File: src/rtl/mem_arbiter_pkg.sv
// Shared definitions for the two-requester memory arbiter: FSM encoding
// and default widths. Imported by the RTL and by the testbench.
package mem_arbiter_pkg;

    localparam int ADDR_W_DEF = 8;
    localparam int DATA_W_DEF = 16;

    typedef enum logic [1:0] {
        IDLE   = 2'b00,
        ACCESS = 2'b01,
        RESP   = 2'b10
    } state_e;

endpackage : mem_arbiter_pkg

File: src/rtl/mem_arbiter_if.sv
// Bundle of requester-side and memory-side signals of the arbiter.
// Handshake: a requester raises Req (with We/Addr/WData stable) and keeps it
// high until its one-cycle Ack; it drops Req on the edge ending the Ack cycle.
// Memory side: Mem_En/Mem_Write_EN are active low, sampled by the memory on
// the falling edge; Mem_DOut is returned on that same falling edge.
interface mem_arbiter_if #(
    parameter int AddrWidth = 8,
    parameter int DataWidth = 16
);
    logic                 Req0, Req1;
    logic                 We0, We1;
    logic [AddrWidth-1:0] Addr0, Addr1;
    logic [DataWidth-1:0] WData0, WData1;
    logic                 Ack0, Ack1;
    logic [DataWidth-1:0] RData0, RData1;
    logic                 Grant;
    logic                 Busy;
    logic [AddrWidth-1:0] Mem_Address;
    logic [DataWidth-1:0] Mem_DIn;
    logic                 Mem_Write_EN;
    logic                 Mem_En;
    logic [DataWidth-1:0] Mem_DOut;

    // Arbiter view
    modport slave (
        input  Req0, Req1, We0, We1, Addr0, Addr1, WData0, WData1, Mem_DOut,
        output Ack0, Ack1, RData0, RData1, Grant, Busy,
               Mem_Address, Mem_DIn, Mem_Write_EN, Mem_En
    );

    // Requesters + memory view
    modport master (
        output Req0, Req1, We0, We1, Addr0, Addr1, WData0, WData1, Mem_DOut,
        input  Ack0, Ack1, RData0, RData1, Grant, Busy,
               Mem_Address, Mem_DIn, Mem_Write_EN, Mem_En
    );
endinterface : mem_arbiter_if

File: src/rtl/mem_arbiter_rr_pick2.sv
// Two-way round-robin pick: a lone request wins; on a tie the requester
// that was not served last wins.
module rr_pick2 (
    input  logic Req0,
    input  logic Req1,
    input  logic last,
    output logic winner
);
    // Winner select; with no request the result is unused by the caller
    always_comb begin
        if (Req0 && Req1) winner = ~last;
        else              winner = Req1;
    end
endmodule : rr_pick2

File: src/rtl/mem_arbiter.sv
// Two-requester arbiter in front of a falling-edge single-port memory.
// Each access takes IDLE -> ACCESS -> RESP; the memory operation happens on
// the falling edge inside ACCESS and the Ack pulse is issued in RESP.
// The width parameters must match those of the connected interface.
module mem_arbiter
    import mem_arbiter_pkg::*;
#(
    parameter int AddrWidth = ADDR_W_DEF,
    parameter int DataWidth = DATA_W_DEF
) (
    input  logic          Clk,
    input  logic          Reset_N,
    mem_arbiter_if.slave  bus,
    output state_e        Dbg_State
);

    state_e               state_q, state_d;
    logic                 last_q, last_d;
    logic                 grant_q, grant_d;
    logic                 busy_q, busy_d;
    logic                 we_q, we_d;
    logic                 mem_en_q, mem_en_d;
    logic                 mem_we_q, mem_we_d;
    logic [AddrWidth-1:0] addr_q, addr_d;
    logic [DataWidth-1:0] din_q, din_d;
    logic                 ack0_q, ack0_d;
    logic                 ack1_q, ack1_d;
    logic [DataWidth-1:0] rdata0_q, rdata0_d;
    logic [DataWidth-1:0] rdata1_q, rdata1_d;

    logic                 req_any;
    logic                 winner;

    assign req_any = bus.Req0 | bus.Req1;

    rr_pick2 u_pick (
        .Req0   (bus.Req0),
        .Req1   (bus.Req1),
        .last   (last_q),
        .winner (winner)
    );

    // State and registered-output update; reset aborts any transaction
    always_ff @(posedge Clk) begin
        if (!Reset_N) begin
            state_q  <= IDLE;
            last_q   <= 1'b1;
            grant_q  <= 1'b0;
            busy_q   <= 1'b0;
            we_q     <= 1'b0;
            mem_en_q <= 1'b1;
            mem_we_q <= 1'b1;
            addr_q   <= '0;
            din_q    <= '0;
            ack0_q   <= 1'b0;
            ack1_q   <= 1'b0;
            rdata0_q <= '0;
            rdata1_q <= '0;
        end else begin
            state_q  <= state_d;
            last_q   <= last_d;
            grant_q  <= grant_d;
            busy_q   <= busy_d;
            we_q     <= we_d;
            mem_en_q <= mem_en_d;
            mem_we_q <= mem_we_d;
            addr_q   <= addr_d;
            din_q    <= din_d;
            ack0_q   <= ack0_d;
            ack1_q   <= ack1_d;
            rdata0_q <= rdata0_d;
            rdata1_q <= rdata1_d;
        end
    end

    // Next-state: any request starts an access; ACCESS and RESP last one cycle
    always_comb begin
        state_d = state_q;
        case (state_q)
            IDLE:    if (req_any) state_d = ACCESS;
            ACCESS:  state_d = RESP;
            RESP:    state_d = IDLE;
            default: state_d = IDLE;
        endcase
    end

    // Output next-values: latch winner in IDLE, strobe memory in ACCESS,
    // ack and capture read data on the ACCESS->RESP edge
    always_comb begin
        last_d   = last_q;
        grant_d  = grant_q;
        busy_d   = busy_q;
        we_d     = we_q;
        mem_en_d = 1'b1;
        mem_we_d = 1'b1;
        addr_d   = addr_q;
        din_d    = din_q;
        ack0_d   = 1'b0;
        ack1_d   = 1'b0;
        rdata0_d = rdata0_q;
        rdata1_d = rdata1_q;
        case (state_q)
            IDLE: begin
                busy_d = 1'b0;
                if (req_any) begin
                    grant_d  = winner;
                    busy_d   = 1'b1;
                    addr_d   = winner ? bus.Addr1  : bus.Addr0;
                    din_d    = winner ? bus.WData1 : bus.WData0;
                    we_d     = winner ? bus.We1    : bus.We0;
                    mem_en_d = 1'b0;
                    mem_we_d = winner ? ~bus.We1 : ~bus.We0;
                end
            end
            ACCESS: begin
                busy_d = 1'b1;
                last_d = grant_q;
                if (grant_q) begin
                    ack1_d = 1'b1;
                    if (!we_q) rdata1_d = bus.Mem_DOut;
                end else begin
                    ack0_d = 1'b1;
                    if (!we_q) rdata0_d = bus.Mem_DOut;
                end
            end
            RESP: begin
                busy_d = 1'b0;
            end
            default: begin
                busy_d = 1'b0;
            end
        endcase
    end

    assign bus.Ack0         = ack0_q;
    assign bus.Ack1         = ack1_q;
    assign bus.RData0       = rdata0_q;
    assign bus.RData1       = rdata1_q;
    assign bus.Grant        = grant_q;
    assign bus.Busy         = busy_q;
    assign bus.Mem_Address  = addr_q;
    assign bus.Mem_DIn      = din_q;
    assign bus.Mem_Write_EN = mem_we_q;
    assign bus.Mem_En       = mem_en_q;
    assign Dbg_State        = state_q;

endmodule : mem_arbiter
File: src/flat_wrapper.sv
// flat-port wrapper written by rule: the top's interface ports become plain ports
module mem_arbiter_flat import mem_arbiter_pkg::*;
#(
    parameter int AddrWidth = ADDR_W_DEF,
    parameter int DataWidth = DATA_W_DEF
)
  (Clk, Reset_N, Dbg_State, bus_Req0, bus_Req1, bus_We0, bus_We1, bus_Addr0, bus_Addr1, bus_WData0, bus_WData1, bus_Mem_DOut, bus_Ack0, bus_Ack1, bus_RData0, bus_RData1, bus_Grant, bus_Busy, bus_Mem_Address, bus_Mem_DIn, bus_Mem_Write_EN, bus_Mem_En);
  mem_arbiter_if #(.AddrWidth(AddrWidth), .DataWidth(DataWidth)) bus_i ();
  input  logic Clk;
  input  logic Reset_N;
  output state_e Dbg_State;
  input wire logic [$bits(bus_i.Req0)-1:0] bus_Req0;
  input wire logic [$bits(bus_i.Req1)-1:0] bus_Req1;
  input wire logic [$bits(bus_i.We0)-1:0] bus_We0;
  input wire logic [$bits(bus_i.We1)-1:0] bus_We1;
  input wire logic [$bits(bus_i.Addr0)-1:0] bus_Addr0;
  input wire logic [$bits(bus_i.Addr1)-1:0] bus_Addr1;
  input wire logic [$bits(bus_i.WData0)-1:0] bus_WData0;
  input wire logic [$bits(bus_i.WData1)-1:0] bus_WData1;
  input wire logic [$bits(bus_i.Mem_DOut)-1:0] bus_Mem_DOut;
  output wire logic [$bits(bus_i.Ack0)-1:0] bus_Ack0;
  output wire logic [$bits(bus_i.Ack1)-1:0] bus_Ack1;
  output wire logic [$bits(bus_i.RData0)-1:0] bus_RData0;
  output wire logic [$bits(bus_i.RData1)-1:0] bus_RData1;
  output wire logic [$bits(bus_i.Grant)-1:0] bus_Grant;
  output wire logic [$bits(bus_i.Busy)-1:0] bus_Busy;
  output wire logic [$bits(bus_i.Mem_Address)-1:0] bus_Mem_Address;
  output wire logic [$bits(bus_i.Mem_DIn)-1:0] bus_Mem_DIn;
  output wire logic [$bits(bus_i.Mem_Write_EN)-1:0] bus_Mem_Write_EN;
  output wire logic [$bits(bus_i.Mem_En)-1:0] bus_Mem_En;
  assign bus_i.Req0 = bus_Req0;
  assign bus_i.Req1 = bus_Req1;
  assign bus_i.We0 = bus_We0;
  assign bus_i.We1 = bus_We1;
  assign bus_i.Addr0 = bus_Addr0;
  assign bus_i.Addr1 = bus_Addr1;
  assign bus_i.WData0 = bus_WData0;
  assign bus_i.WData1 = bus_WData1;
  assign bus_i.Mem_DOut = bus_Mem_DOut;
  assign bus_Ack0 = bus_i.Ack0;
  assign bus_Ack1 = bus_i.Ack1;
  assign bus_RData0 = bus_i.RData0;
  assign bus_RData1 = bus_i.RData1;
  assign bus_Grant = bus_i.Grant;
  assign bus_Busy = bus_i.Busy;
  assign bus_Mem_Address = bus_i.Mem_Address;
  assign bus_Mem_DIn = bus_i.Mem_DIn;
  assign bus_Mem_Write_EN = bus_i.Mem_Write_EN;
  assign bus_Mem_En = bus_i.Mem_En;
  mem_arbiter #(.AddrWidth(AddrWidth), .DataWidth(DataWidth)) u_core (.Clk(Clk), .Reset_N(Reset_N), .bus(bus_i), .Dbg_State(Dbg_State));
endmodule
File: config.mk
export PLATFORM = sky130hd
export DESIGN_NAME = mem_arbiter_flat
export DESIGN_NICKNAME = d
export VERILOG_FILES = /design/src/rtl/mem_arbiter_pkg.sv /design/src/rtl/mem_arbiter_if.sv /design/src/rtl/mem_arbiter_rr_pick2.sv /design/src/rtl/mem_arbiter.sv /design/src/flat_wrapper.sv
export SDC_FILE = /design/constraint.sdc
export NUM_CORES = 1
export LEC_CHECK = 0
export CAP_MARGIN = 5
export CORE_MARGIN = 2
export CORE_UTILIZATION = 36
export DETAILED_ROUTE_END_ITERATION = 8
export PLACE_DENSITY = 0.77
export SKIP_LAST_GASP = 1
export SLEW_MARGIN = 10
export SYNTH_ARGS = -nofsm -noshare
export SYNTH_HDL_FRONTEND = slang
export SYNTH_HIERARCHICAL = 1
export SYNTH_SLANG_ARGS = --single-unit
File: constraint.sdc
create_clock -name Clk -period 1.4 [get_ports Clk]
set_input_delay 0.21 -clock Clk [delete_from_list [all_inputs] [get_ports Clk]]
set_output_delay 0.21 -clock Clk [all_outputs]
set_load 0.005 [all_outputs]
==> impl_metrics.env <==
export IMPL_drc=0
export IMPL_h_tree_depth=3
export IMPL_synth_top_cell_by_area="dfxtp_1"
export IMPL_worst_path_stages=5
export IMPL_port_buffers=133
export IMPL_synthTopCellsByArea="dfxtp_1, mux2i_1, a211oi_1, nand3_1, a21oi_1"
export IMPL_gp_congestion=0.720
export IMPL_ys_ff_latch=66
export IMPL_grt_overflow=0
export IMPL_fp_dieH_um=89.7
export IMPL_final_cell_area_mm2=0.00468
export IMPL_cp_top_family="simple AND/OR/NAND/NOR gates"
export IMPL_grt_max_degree=65
export IMPL_netlist_area_mm2=0.00264
export IMPL_fin_crit_sh_pct=106
export IMPL_synth_warnings=6
export IMPL_end_kind="register"
export IMPL_die_x_um=89.7
export IMPL_clkTransAtPathRegs_ns=0.07
export IMPL_start_util_pct=36.8
export IMPL_syn_avg_cell_area_um2=9.21
export IMPL_setup_viol=16
export IMPL_crit_type="reg -> reg"
export IMPL_wire_per_inst_um=16.2
export IMPL_placed_area_mm2=0.00414
export IMPL_syn_inst=287
export IMPL_finalMaxSlewViolations=0
export IMPL_ys_async_sr_fraction_pct=0
export IMPL_cts_buffer_depth=2
export IMPL_rr_worst_depth=5
export IMPL_skew_ns=0.00497
export IMPL_antenna_cells=0
export IMPL_swShare_pct=25.8
export IMPL_crit_chain="buf_6 > or4b_4 > clkbuf_16 > nand3_2 > o21ai_2"
export IMPL_routed_via_density=5.09
export IMPL_drt_iter0_markers=89
export IMPL_ioPinCount=134
export IMPL_min_period_ns=1.48
export IMPL_antenna_found_initial=0
export IMPL_setup_ws_ns=-0.0808
export IMPL_min_path_cells=2
export IMPL_instances_no_fill=526
export IMPL_cts_root_buf="clkbuf_8"
export IMPL_clk_insertion_delay_late_ns=0.33
export IMPL_ant_nets=0
export IMPL_yosysMostFrequentCell="dfxtp_1"
export IMPL_multi_input_area_mm2=0.00134
export IMPL_synth_fp_nets=357
export IMPL_syn2layout_area_growth_pct=76.9
export IMPL_fin_util_pct=65.2
export IMPL_synthTopCellsByCount="dfxtp_1, nand2_1, nand3_1"
export IMPL_core_mm2=0.00718
export IMPL_synth_distinct_cells=26
export IMPL_numCtsBuffers=9
export IMPL_seqCellArea_mm2=0.00133
export IMPL_combPwrFrac_pct=22.7
export IMPL_slew_headroom_pct=72.3
export IMPL_net_switching_power_mw=1.22
export IMPL_arrival_ns=1.70
export IMPL_max_vdd_ir_drop_uv=453
export IMPL_die_area_mm2=0.00804
export IMPL_status="finished with violations"
export IMPL_worst_path_largest_cell_delay_ns=0.59
export IMPL_final_layout_size_suffix_gt1_share_pct=21.1
export IMPL_cts_tree="done"
export IMPL_slowest_stage="or4b_4"
export IMPL_path_buf_inv=2
export IMPL_grt_pass1_wl_um=11500
export IMPL_cp_max_fo=8
export IMPL_required_ns=1.62
export IMPL_rsz0062_at_grt="yes"
export IMPL_hold_slack_ns=0.116
export IMPL_synthFlopType="dfxtp_1"
export IMPL_wl_um=8500
export IMPL_synth_edf_count=0
export IMPL_clock_sinks=66
export IMPL_p_int_mw=3.52
export IMPL_fmax_ghz=0.675
export IMPL_dr_pass1_iters=4
export IMPL_grt_usage_pct=18.8
export IMPL_fillCellCount=557
export IMPL_clockPowerShare_pct=33.0
export IMPL_nets=494
export IMPL_yosysTopAreaCellShare_pct=50.0
export IMPL_power_density_mw_per_mm2=1020
export IMPL_hp_class="in -> reg"
export IMPL_cp_start_kind="register"
export IMPL_hpwlAfterDp_um=5180
export IMPL_p_leak_nw=2.34
export IMPL_grt_pass1_vias=2418
export IMPL_hold_viol=0
export IMPL_synth_yosys_seq_area_share_pct=50.0
export IMPL_rows=31
export IMPL_seqPwrFrac_pct=44.2
export IMPL_tightest_slew_ns=0.415
export IMPL_drv_cap=0
export IMPL_place_inst=505
export IMPL_route_vias_total=2677
export IMPL_violations="negative setup slack"
export IMPL_hold_buffers=0
==> cell families after synthesis <==
logic type	Yosys count	share of synthesized area [%]
AOI/OAI and AO/OA	85	20.1
buffers and inverters	29	5.44
DFF	66	50.0
muxes	26	9.85
and+or+nand+nor	81	14.6
==> per-layer routing <==
| metal | global-route usage, % | vias up | share of wire, % |
|---|---|---|---|
| li1 | - | 1295 | - |
| met1 | 22.4 | 1224 | 40 |
| met2 | 30.6 | 147 | 48 |
| met3 | 7.04 | 11 | 10 |
| met4 | 7.73 | 0 | 1.6 |
| met5 | 0 | - | 0 |
==> through the flow <==
stage / total power, mW / TNS (ns) / setup slack, ns
2_1_floorplan: 2.53 / 0 / 0.0399
5_1_grt: 4.94 / -1.68 / -0.145
3_5_place_dp: 3.13 / -14.04 / -0.545
3_3_place_gp: 3.10 / -12.38 / -0.466
4_1_cts: 4.68 / -0.553 / -0.0553
6_report: 4.75 / -0.958 / -0.0808
==> what timing repair did <==
action                     4_1_cts  5_1_grt
resized for setup               35       67
buffers inserted                 0        2
setup endpoints to repair       72       55
pin swaps                        1        7
cloned                           2        3
==> state kept, by name (all words and copies together), names as in the netlist <==
name	cells
u_core/bus.RData0	16
u_core/we_q	1
u_core/Dbg_State	2
u_core/last_q	1
u_core/bus.Mem_Write_EN	1
u_core/bus.Ack1	1
u_core/bus.Mem_En	1
u_core/bus.Busy	1
u_core/bus.Mem_Address	8
u_core/bus.Ack0	1
u_core/bus.RData1	16
u_core/bus.Grant	1
u_core/bus.Mem_DIn	16
==> placed cells by master, fill, tap and decap left out, types with 3 or more instances in the layout <==
| cell type | n |
|---|---|
| nand2_1 | 33 |
| clkbuf_16 | 3 |
| buf_4 | 8 |
| dlymetal6s2s_1 | 34 |
| o21ai_0 | 17 |
| nand3_1 | 17 |
| o21ai_1 | 4 |
| a21oi_1 | 26 |
| a211oi_2 | 4 |
| nand3_2 | 16 |
| a211oi_1 | 21 |
| dlygate4sd2_1 | 24 |
| clkdlybuf4s50_1 | 74 |
| clkbuf_8 | 11 |
| mux2i_1 | 22 |
| buf_12 | 6 |
| dfxtp_2 | 10 |
| mux2i_2 | 3 |
| dfxtp_1 | 56 |
| o21ai_2 | 12 |
==> power groups by stage <==
stage	clock [mW]	combinational, mW	sequential (mW)
3_5_place_dp	0	0.995	2.13
2_1_floorplan	0	0.394	2.14
3_3_place_gp	0	0.972	2.13
5_1_grt	1.67	1.16	2.11
4_1_cts	1.59	0.995	2.09
6_report	1.57	1.08	2.10
==> layout make-up <==
class / instances / share of cell area [%]
timing repair buffer: 152 / 35.8
multi-input combinational: 193 / 28.7
sequential: 66 / 28.5
clock buffer: 11 / 3.24
tap: 99 / 2.65
clock inverter: 3 / 0.856
inverter: 2 / 0.161
==> path summary, 6_finish.rpt <==
| path | startpoint | to | slack [ns] |
|---|---|---|---|
| worst min register to register | u_core/bus.RData0[6] | u_core/bus.RData0[6] | 0.45 |
| worst max-delay path | u_core/Dbg_State[1] | u_core/bus.RData0[9] | -0.08 |
| worst min-delay path | Reset_N | u_core/last_q | 0.12 |
| worst max register to register | u_core/Dbg_State[1] | u_core/bus.RData0[9] | -0.08 |
Power figures use the tool's default switching activity.
